## src/rtl/pmips_pkg.sv

```systemverilog
// PMIPS controller shared definitions: opcodes, ALU ops, PC select,
// FSM states and the ID/EX control word.
package pmips_pkg;

   localparam logic [3:0] OP_ADD    = 4'd0;
   localparam logic [3:0] OP_SUB    = 4'd1;
   localparam logic [3:0] OP_AND    = 4'd2;
   localparam logic [3:0] OP_OR     = 4'd3;
   localparam logic [3:0] OP_SLT    = 4'd4;
   localparam logic [3:0] OP_ADDI   = 4'd5;
   localparam logic [3:0] OP_LW     = 4'd6;
   localparam logic [3:0] OP_SW     = 4'd7;
   localparam logic [3:0] OP_BEQ    = 4'd8;
   localparam logic [3:0] OP_J      = 4'd9;
   localparam logic [3:0] OP_NOP_LO = 4'd10;
   localparam logic [3:0] OP_NOP_HI = 4'd15;

   localparam logic [2:0] ALU_ADD = 3'b000;
   localparam logic [2:0] ALU_SUB = 3'b001;
   localparam logic [2:0] ALU_AND = 3'b010;
   localparam logic [2:0] ALU_OR  = 3'b011;
   localparam logic [2:0] ALU_SLT = 3'b100;

   localparam logic [1:0] PC_SEQ = 2'b00;
   localparam logic [1:0] PC_BR  = 2'b01;
   localparam logic [1:0] PC_JMP = 2'b10;

   typedef enum logic [1:0] {
      S_RUN,
      S_HOLD,
      S_DRAIN,
      S_FLUSH
   } state_t;

   typedef struct packed {
      logic [1:0] pcctl;
      logic       regwrite;
      logic       regdst;
      logic       alusrc;
      logic [2:0] aluop;
      logic       branch;
      logic       jump;
      logic       memwrite;
      logic       memread;
      logic       memtoreg;
   } ctrl_t;

   function automatic logic is_xfer(input logic [3:0] op);
      return (op == OP_BEQ) || (op == OP_J);
   endfunction

endpackage

```

## src/rtl/pmips_decode.sv

```systemverilog
// Combinational opcode-to-control-word decoder for PMIPS.
// Ports: opcode (in, 4) -> ctrl (out, ctrl_t control word).
module pmips_decode
   import pmips_pkg::*;
(
   input  logic [3:0] opcode,
   output ctrl_t      ctrl
);

   function automatic ctrl_t rtype(input logic [2:0] a);
      ctrl_t c;
      c          = '0;
      c.regwrite = 1'b1;
      c.regdst   = 1'b1;
      c.memtoreg = 1'b1;
      c.aluop    = a;
      return c;
   endfunction

   always_comb begin
      ctrl       = '0;
      ctrl.pcctl = PC_SEQ;
      unique case (opcode) inside
         OP_ADD: ctrl = rtype(ALU_ADD);
         OP_SUB: ctrl = rtype(ALU_SUB);
         OP_AND: ctrl = rtype(ALU_AND);
         OP_OR:  ctrl = rtype(ALU_OR);
         OP_SLT: ctrl = rtype(ALU_SLT);
         OP_ADDI: begin
            ctrl.regwrite = 1'b1;
            ctrl.alusrc   = 1'b1;
            ctrl.memtoreg = 1'b1;
            ctrl.aluop    = ALU_ADD;
         end
         OP_LW: begin
            ctrl.regwrite = 1'b1;
            ctrl.alusrc   = 1'b1;
            ctrl.memread  = 1'b1;
            ctrl.aluop    = ALU_ADD;
         end
         OP_SW: begin
            ctrl.alusrc   = 1'b1;
            ctrl.memwrite = 1'b1;
            ctrl.aluop    = ALU_ADD;
         end
         OP_BEQ: begin
            ctrl.branch = 1'b1;
            ctrl.aluop  = ALU_SUB;
            ctrl.pcctl  = PC_BR;
         end
         OP_J: begin
            ctrl.jump  = 1'b1;
            ctrl.aluop = ALU_ADD;
            ctrl.pcctl = PC_JMP;
         end
         [OP_NOP_LO:OP_NOP_HI]: ctrl = '0;
      endcase
   end

endmodule

```

## src/rtl/pmips_control.sv

```systemverilog
// PMIPS main controller: ID decode plus branch/jump bubble FSM.
// Ports: clock, reset (async low), opcode, branch_taken in; control
// fields, Stall out; stall_count only with PMIPS_BUBBLE_COUNT_EN.
module pmips_control
   import pmips_pkg::*;
#(
   parameter int BR_HOLD = 2,
   parameter int CNT_W   = 16
)(
   input  logic       clock,
   input  logic       reset,
   input  logic [3:0] opcode,
   input  logic       branch_taken,
   output logic [1:0] PCControl,
   output logic       RegWrite,
   output logic       RegDst,
   output logic       ALUSrc,
   output logic [2:0] ALUOp,
   output logic       Branch,
   output logic       Jump,
   output logic       MemWrite,
   output logic       MemRead,
   output logic       MemtoReg,
   output logic       Stall
`ifdef PMIPS_BUBBLE_COUNT_EN
  ,output logic [CNT_W-1:0] stall_count
`endif
);

   localparam int HW = (BR_HOLD > 1) ? $clog2(BR_HOLD) : 1;

   if (BR_HOLD < 1 || CNT_W < 1) begin : g_bad_param
      $error("pmips_control: BR_HOLD and CNT_W must be >= 1");
   end

   state_t        state, state_n;
   logic [HW-1:0] hcnt, hcnt_n;
   ctrl_t         dec, ctrl;

   pmips_decode u_dec (
      .opcode (opcode),
      .ctrl   (dec)
   );

   always_ff @(posedge clock or negedge reset) begin
      if (!reset) begin
         state <= S_RUN;
         hcnt  <= '0;
      end else begin
         state <= state_n;
         hcnt  <= hcnt_n;
      end
   end

   // HOLD lasts BR_HOLD-1 cycles: leave when the count reaches zero.
   always_comb begin
      state_n = state;
      hcnt_n  = hcnt;
      unique case (state)
         S_RUN: begin
            if (is_xfer(opcode)) begin
               state_n = S_HOLD;
               hcnt_n  = HW'(BR_HOLD - 1);
            end
         end
         S_HOLD: begin
            if (hcnt != '0) hcnt_n = hcnt - HW'(1);
            if (hcnt <= HW'(1)) state_n = S_DRAIN;
         end
         S_DRAIN: state_n = branch_taken ? S_FLUSH : S_RUN;
         S_FLUSH: state_n = S_RUN;
      endcase
   end

   always_comb begin
      ctrl  = '0;
      Stall = 1'b0;
      unique case (state)
         S_RUN: begin
            ctrl  = dec;
            Stall = is_xfer(opcode);
         end
         S_HOLD:  Stall = 1'b1;
         S_DRAIN: Stall = 1'b0;
         S_FLUSH: Stall = 1'b0;
      endcase
   end

   assign PCControl = ctrl.pcctl;
   assign RegWrite  = ctrl.regwrite;
   assign RegDst    = ctrl.regdst;
   assign ALUSrc    = ctrl.alusrc;
   assign ALUOp     = ctrl.aluop;
   assign Branch    = ctrl.branch;
   assign Jump      = ctrl.jump;
   assign MemWrite  = ctrl.memwrite;
   assign MemRead   = ctrl.memread;
   assign MemtoReg  = ctrl.memtoreg;

`ifdef PMIPS_BUBBLE_COUNT_EN
   always_ff @(posedge clock or negedge reset) begin
      if (!reset)
         stall_count <= '0;
      else if (state != S_RUN && stall_count != '1)
         stall_count <= stall_count + 1'b1;
   end
`endif

endmodule

```

## config.mk

```make
export PLATFORM = sky130hd
export DESIGN_NAME = pmips_control
export DESIGN_NICKNAME = d
export VERILOG_FILES = /design/src/rtl/pmips_pkg.sv /design/src/rtl/pmips_decode.sv /design/src/rtl/pmips_control.sv
export SDC_FILE = /design/constraint.sdc
export NUM_CORES = 1
export LEC_CHECK = 0
export ABC_CLOCK_PERIOD_IN_PS = 2080
export BUFFER_PORTS_ARGS = -buffer_cell sky130_fd_sc_hd__clkbuf_2
export CORE_AREA = 2 2 39 41
export DETAILED_ROUTE_END_ITERATION = 7
export DIE_AREA = 0 0 41 43
export GPL_TIMING_DRIVEN = 1
export RECOVER_POWER = 50
export SLEW_MARGIN = 20
export SYNTH_ARGS = -nofsm -noshare
export SYNTH_HDL_FRONTEND = slang
export SYNTH_SLANG_ARGS = --single-unit
```

## constraint.sdc

```tcl
create_clock -name clock -period 2.08 [get_ports clock]
set_input_delay 0.104 -clock clock [delete_from_list [all_inputs] [get_ports clock]]
set_output_delay 0.104 -clock clock [all_outputs]
set_load 0.005 [all_outputs]
```

### Word level (Yosys, flattened, before mapping)

Cells that the tools add are included.

| word-level totals | value |
|---|---|
| flip-flop bits (word level) | 3 |
| output and inout bits | 14 |
| word-level logic and storage cells | 53 |

| cells by class | value |
|---|---|
| add/subtract/negate cells | 1 |
| magnitude comparators | 3 |
| equality and inequality tests | 14 |
| mux-type cells | 19 |
| reductions and logical operators | 14 |

Operators with widths:

| operator | count |
|---|---|
| $eq A4 B3 Y1 const B | 4 |
| $pmux W3 S5 | 1 |
| $mux W13 | 1 |
| $reduce_or A6 Y1 | 2 |
| $mux W1 | 10 |
| $eq A4 B2 Y1 const B | 2 |
| $eq A4 B4 Y1 const B | 2 |
| $pmux W2 S4 | 1 |
| $reduce_or A7 Y1 | 1 |
| $mux W2 | 3 |
| $reduce_or A5 Y1 | 1 |
| $eq A2 B2 Y1 const B | 2 |
| $eq A4 B1 Y1 const B | 1 |
| $ge A4 B4 Y1 const B | 1 |
| $le A4 B4 Y1 const B | 1 |
| $logic_not A4 Y1 | 1 |
| $ne A2 B2 Y1 const B | 2 |
| $pmux W2 S2 | 1 |
| $reduce_and A2 Y1 | 2 |
| $reduce_or A2 Y1 | 2 |
| $pmux W1 S3 | 1 |
| $reduce_or A3 Y1 | 1 |
| $eq A2 B1 Y1 const B | 1 |
| $logic_not A2 Y1 | 1 |
| other kinds (6) | 6 |

### Logic depth before layout (Yosys ltp)

| depth | value |
|---|---|
| depth in word-level cells | 5 |
| mapped depth | 3 |
| depth with buffers taken out | 2 |

### Cells and area by module

A second synthesis with hierarchy kept.

| unflattened totals | value |
|---|---|
| cell total of the unflattened synthesis | 45 |
| area, all modules | 341.6 µm² |

Modules (own cells, without submodules):

| module | instances | cells an instance | area each (µm²) | seq. area each (µm²) |
|---|---|---|---|---|
| pmips_control | 1 | 24 | 183.9 | 50.0 |
| pmips_decode | 1 | 21 | 157.7 | 0.0 |

### Least setup slack after synthesis

Ideal clock, no wire load.

| path | value |
|---|---|
| kind | reg2out |
| start | register state[1] |
| end | output MemRead |
| arrival time | 1.170 ns |
| data required time | 1.976 ns |
| setup slack | 0.806 ns |
| cell stages (with the launch flop) | 3 |
| buffers on the path | 0 |
| cells stage by stage | dfrtp_1 or4b_4 nor3b_2 |

| between the ends | value |
|---|---|
| cells in the longest elaborated chain, start to end | 2 |

RTL lines:

| item | RTL line | RTL |
|---|---|---|
| from (decl) | pmips_control.sv:36 | `state_t state, state_n;` |
| from (signal assigned) | pmips_control.sv:50 | `state <= state_n;` |
| $logic_not A2 Y1 | pmips_control.sv:78 | `unique case (state)` |
| $mux W13 | pmips_control.sv:78 |  |
| to (decl) | pmips_control.sv:22 | `output logic MemRead,` |

Every way passes these cells.

### Worst setup path in the final report

Ends and elaborated chain as after synthesis.

==> implementation parameters <==
Parameter                              Value

Clock network
  Buffer cell driving the clock tree root ... sky130_fd_sc_hd__clkbuf_4
  Number of H-tree levels ... 1
  CTS Buf Count ... 3
  Post CTS Setup Buffer Count ... 0
  Clock-pin slew on the worst setup and hold paths ... 0.03 ns
  Max Buffers Root-to-Sink ... 2
  CTS tree ... built
  # hold bufs at CTS ... 1
  CTS-repair resized insts ... 0
  Number of clock sinks ... 2
  Source-to-sink clock delay at the later pin of the worst-skew pair ... 0.22 ns

Layout
  Register containing the most flip-flops in the final layout ... state
  Fill count ... roughly 170
  Number of non-filler instances in the completed layout ... 71
  Post-Layout Inst Area ... about 390 sq um
  Antenna Cells ... 0
  Area growth from synthesis to layout ... 52.4%
  Max reg flops ... 2
  Commonest non-fill, non-tap cell in the layout ... sky130_fd_sc_hd__clkbuf_2
  Ratio of cells with drive above 1 in the final layout ... 43.6%
  Registers with the most flip-flops ... state x2
  Commonest cells after routing, fill and taps aside ... sky130_fd_sc_hd__clkbuf_2 (18), sky130_fd_sc_hd__a21oi_1 (4), sky130_fd_sc_hd__nor4b_1 (3), sky130_fd_sc_hd__clkbuf_4 (3)
  Final design utilization ... roughly 28%
  Total number of nets in the final design ... 64

Placement
  HPWL after detailed placement ... 560 um
  Post-DP Area ... 363 sq um
  Number of input and output port buffers inserted ... 20
  Worst setup slack after placement ... 0.661 ns
  Number of cells after detailed placement ... 67
  Gp weighted congestion ... just under 0.7

STA
  Final period util ... 79.3%
  Worst path setup slack after routing ... 0.430 ns
  Number of endpoints with negative hold slack in the final report ... 0
  Maximum clock skew at final layout ... 0.00136 ns
  Measured slew at the worst slew-check pin ... 0.307 ns
  Setup repair after global routing missed its margin ... no
  Tightest slew margin relative to the limit ... 79.6%
  Post-route setup TNS ... 0 ns
  Final period demand of the worst path ... 1.65 ns
  Number of setup violations in the final report ... 0
  Final Max Slew Viols ... 0
  Maximum achievable frequency ... approximately 610 MHz

Worst hold path
  WHS Path Cells ... 3
  Hold path startpoint ... branch_taken
  Destination of the worst hold path ... state[0]$_DFFE_PN0P_
  Class of the worst hold path ... input pin to flip-flop

Pwr
  Leakage ... 0.000180 uW
  Max VDD drop ... ~0.23 mV
  Pwr dens ... ~720 nW/um^2

Status
  Run status ... completed

Critical path
  Required time of the critical path ... 1.98 ns
  Element type at the critical path end ... primary output
  Worst R2R Setup Slack ... 0.90 ns
  Type of the worst setup path ... flip-flop to primary output
  Arr. time, crit path ... roughly 1.6 ns
  Critical Path Fanout Max ... 8
  Startpoint Class ... flip-flop
  Endpoint of the lowest-slack register-to-register path ... state[0]$_DFFE_PN0P_
  Number of cells on the worst reg-to-reg path ... 2
  R2R Path Start ... state[1]$_DFFE_PN0P_

Synth
  Number of flip-flops and latches in the synthesized netlist ... 2
  Number of warning messages in the yosys log ... 0
  Mean post-synth cell area ... ~7.6 sq um
  Post-synthesis instance total ... 34
  Post-synth top area cell ... sky130_fd_sc_hd__dfrtp_1
  Part of the Yosys area used for sequential elements ... 19.4%
  Syn Std Cell Area ... 258 sq um
  Proportion of netlist area held by the largest area contributor ... 19.4%
  Post-synthesis cell type count ... 22
  Syn nets ... 41
  Top post-synthesis cells by area ... sky130_fd_sc_hd__dfrtp_1 (19%), sky130_fd_sc_hd__nor4b_1 (10%), sky130_fd_sc_hd__a21oi_1 (7.8%)

Global routing
  Initial antenna violation count ... 0
  Via count of the first global-routing pass ... ~300
  Largest net degree at the start of global routing ... 12
  Gr usage total ... 10.3%
  Total overflow reported by the global router ... 0
  First-pass GRT wire length ... 1240 um

Routing
  Detailed-route DRC error count ... 0
  Iteration-0 DRC Markers ... 4
  Routed Wire Length ... a little over 700 um
  Initial DRT Pass Iterations ... 3
  Antenna Violating Nets Remaining ... 0
  Number of vias after detailed routing ... 326
  Via-to-Cell Ratio ... 4.59
  Mean routed wirelength per cell ... 10.2 um

Die
  Number of cell rows ... 14
  Area of the core ... 1380 sq um
  Height of the die ... 43 um
  Chip Width ... 41 um
  I/O pin count ... 21
  Initial Utilization ... 18.6%
  Total Die Area ... 1760 sq um

Job
  Number of maximum-capacitance constraint violations ... 0
stage by stage:
stage / hold WS (ns) / total power, uW
5_1_grt: 0.148 / 319
6_report: 0.140 / 284
3_3_place_gp: -0.108 / 201
2_1_floorplan: -0.192 / 154
3_5_place_dp: -0.108 / 203
4_1_cts: 0.144 / 291
cell usage after synthesis, drive strengths merged:
cell and number:
nand2b 2, nor2b 1, clkbuf 2, a31oi 1, or2 2, buf 1, nor3b 1, inv 1
or4b 2, a211oi 1, or3 1, dfrtp 2, or3b 2, nand3b 1, nor2 2, nor3 2
nor4b 3, nand2 2, a21oi 4, o21ai 1
per-layer routing:
metal,GRT usage [%],up-vias,share of wire (%),routed length (um)
li1,-,169,-,-
met1,13.8,144,50,366
met2,14.1,13,42,303
met3,3.14,0,7.8,57
met4,6.00,0,0,0
met5,0,-,0,0
final cells by class:
class,instances,area [sq um],share of cell area (%)
tap,16,20.0,5.10
timing repair buffer,21,108,27.4
multi-input combinational,28,189,48.1
clock buffer,3,22.5,5.73
sequential,2,50.0,12.7
inverter,1,3.75,0.955
report_power, final:
| part | internal [uW] | switching [uW] |
|---|---|---|
| logic | 60.9 | 69.5 |
| registers | 52.0 | 18.3 |
| clock network | 63.4 | 19.4 |
| total | 176 | 107 |
worst max-delay path, stage by stage (launching register included):
cell,delay [ns]
sky130_fd_sc_hd__dfrtp_1,0.43
sky130_fd_sc_hd__or4b_4,0.59
sky130_fd_sc_hd__nor3b_2,0.18
sky130_fd_sc_hd__clkbuf_2,0.13
cell families (layout without fill, tap and decap cells):
family | Yosys count | after routing | share of synthesized area (%)
flip-flops | 2 | 2 | 19.4
AO/OA/AOI/OAI | 7 | 7 | 15.0
AND/OR/NAND/NOR | 21 | 21 | 58.3
buffers and inverters | 4 | 25 | 7.28
worst max path at each step:
stage,from,end,slack (ns),depth (start not counted)
finish,state[1]$_DFFE_PN0P_,MemRead,0.43,3
global route,state[1]$_DFFE_PN0P_,MemRead,0.34,3
CTS,state[1]$_DFFE_PN0P_,MemRead,0.43,3
detailed placement,state[1]$_DFFE_PN0P_,MemRead,0.66,3
global placement,state[1]$_DFFE_PN0P_,MemRead,0.68,3
floorplan,state[1]$_DFFE_PN0P_,MemRead,0.81,2
(Power assumes the default switching activity.)
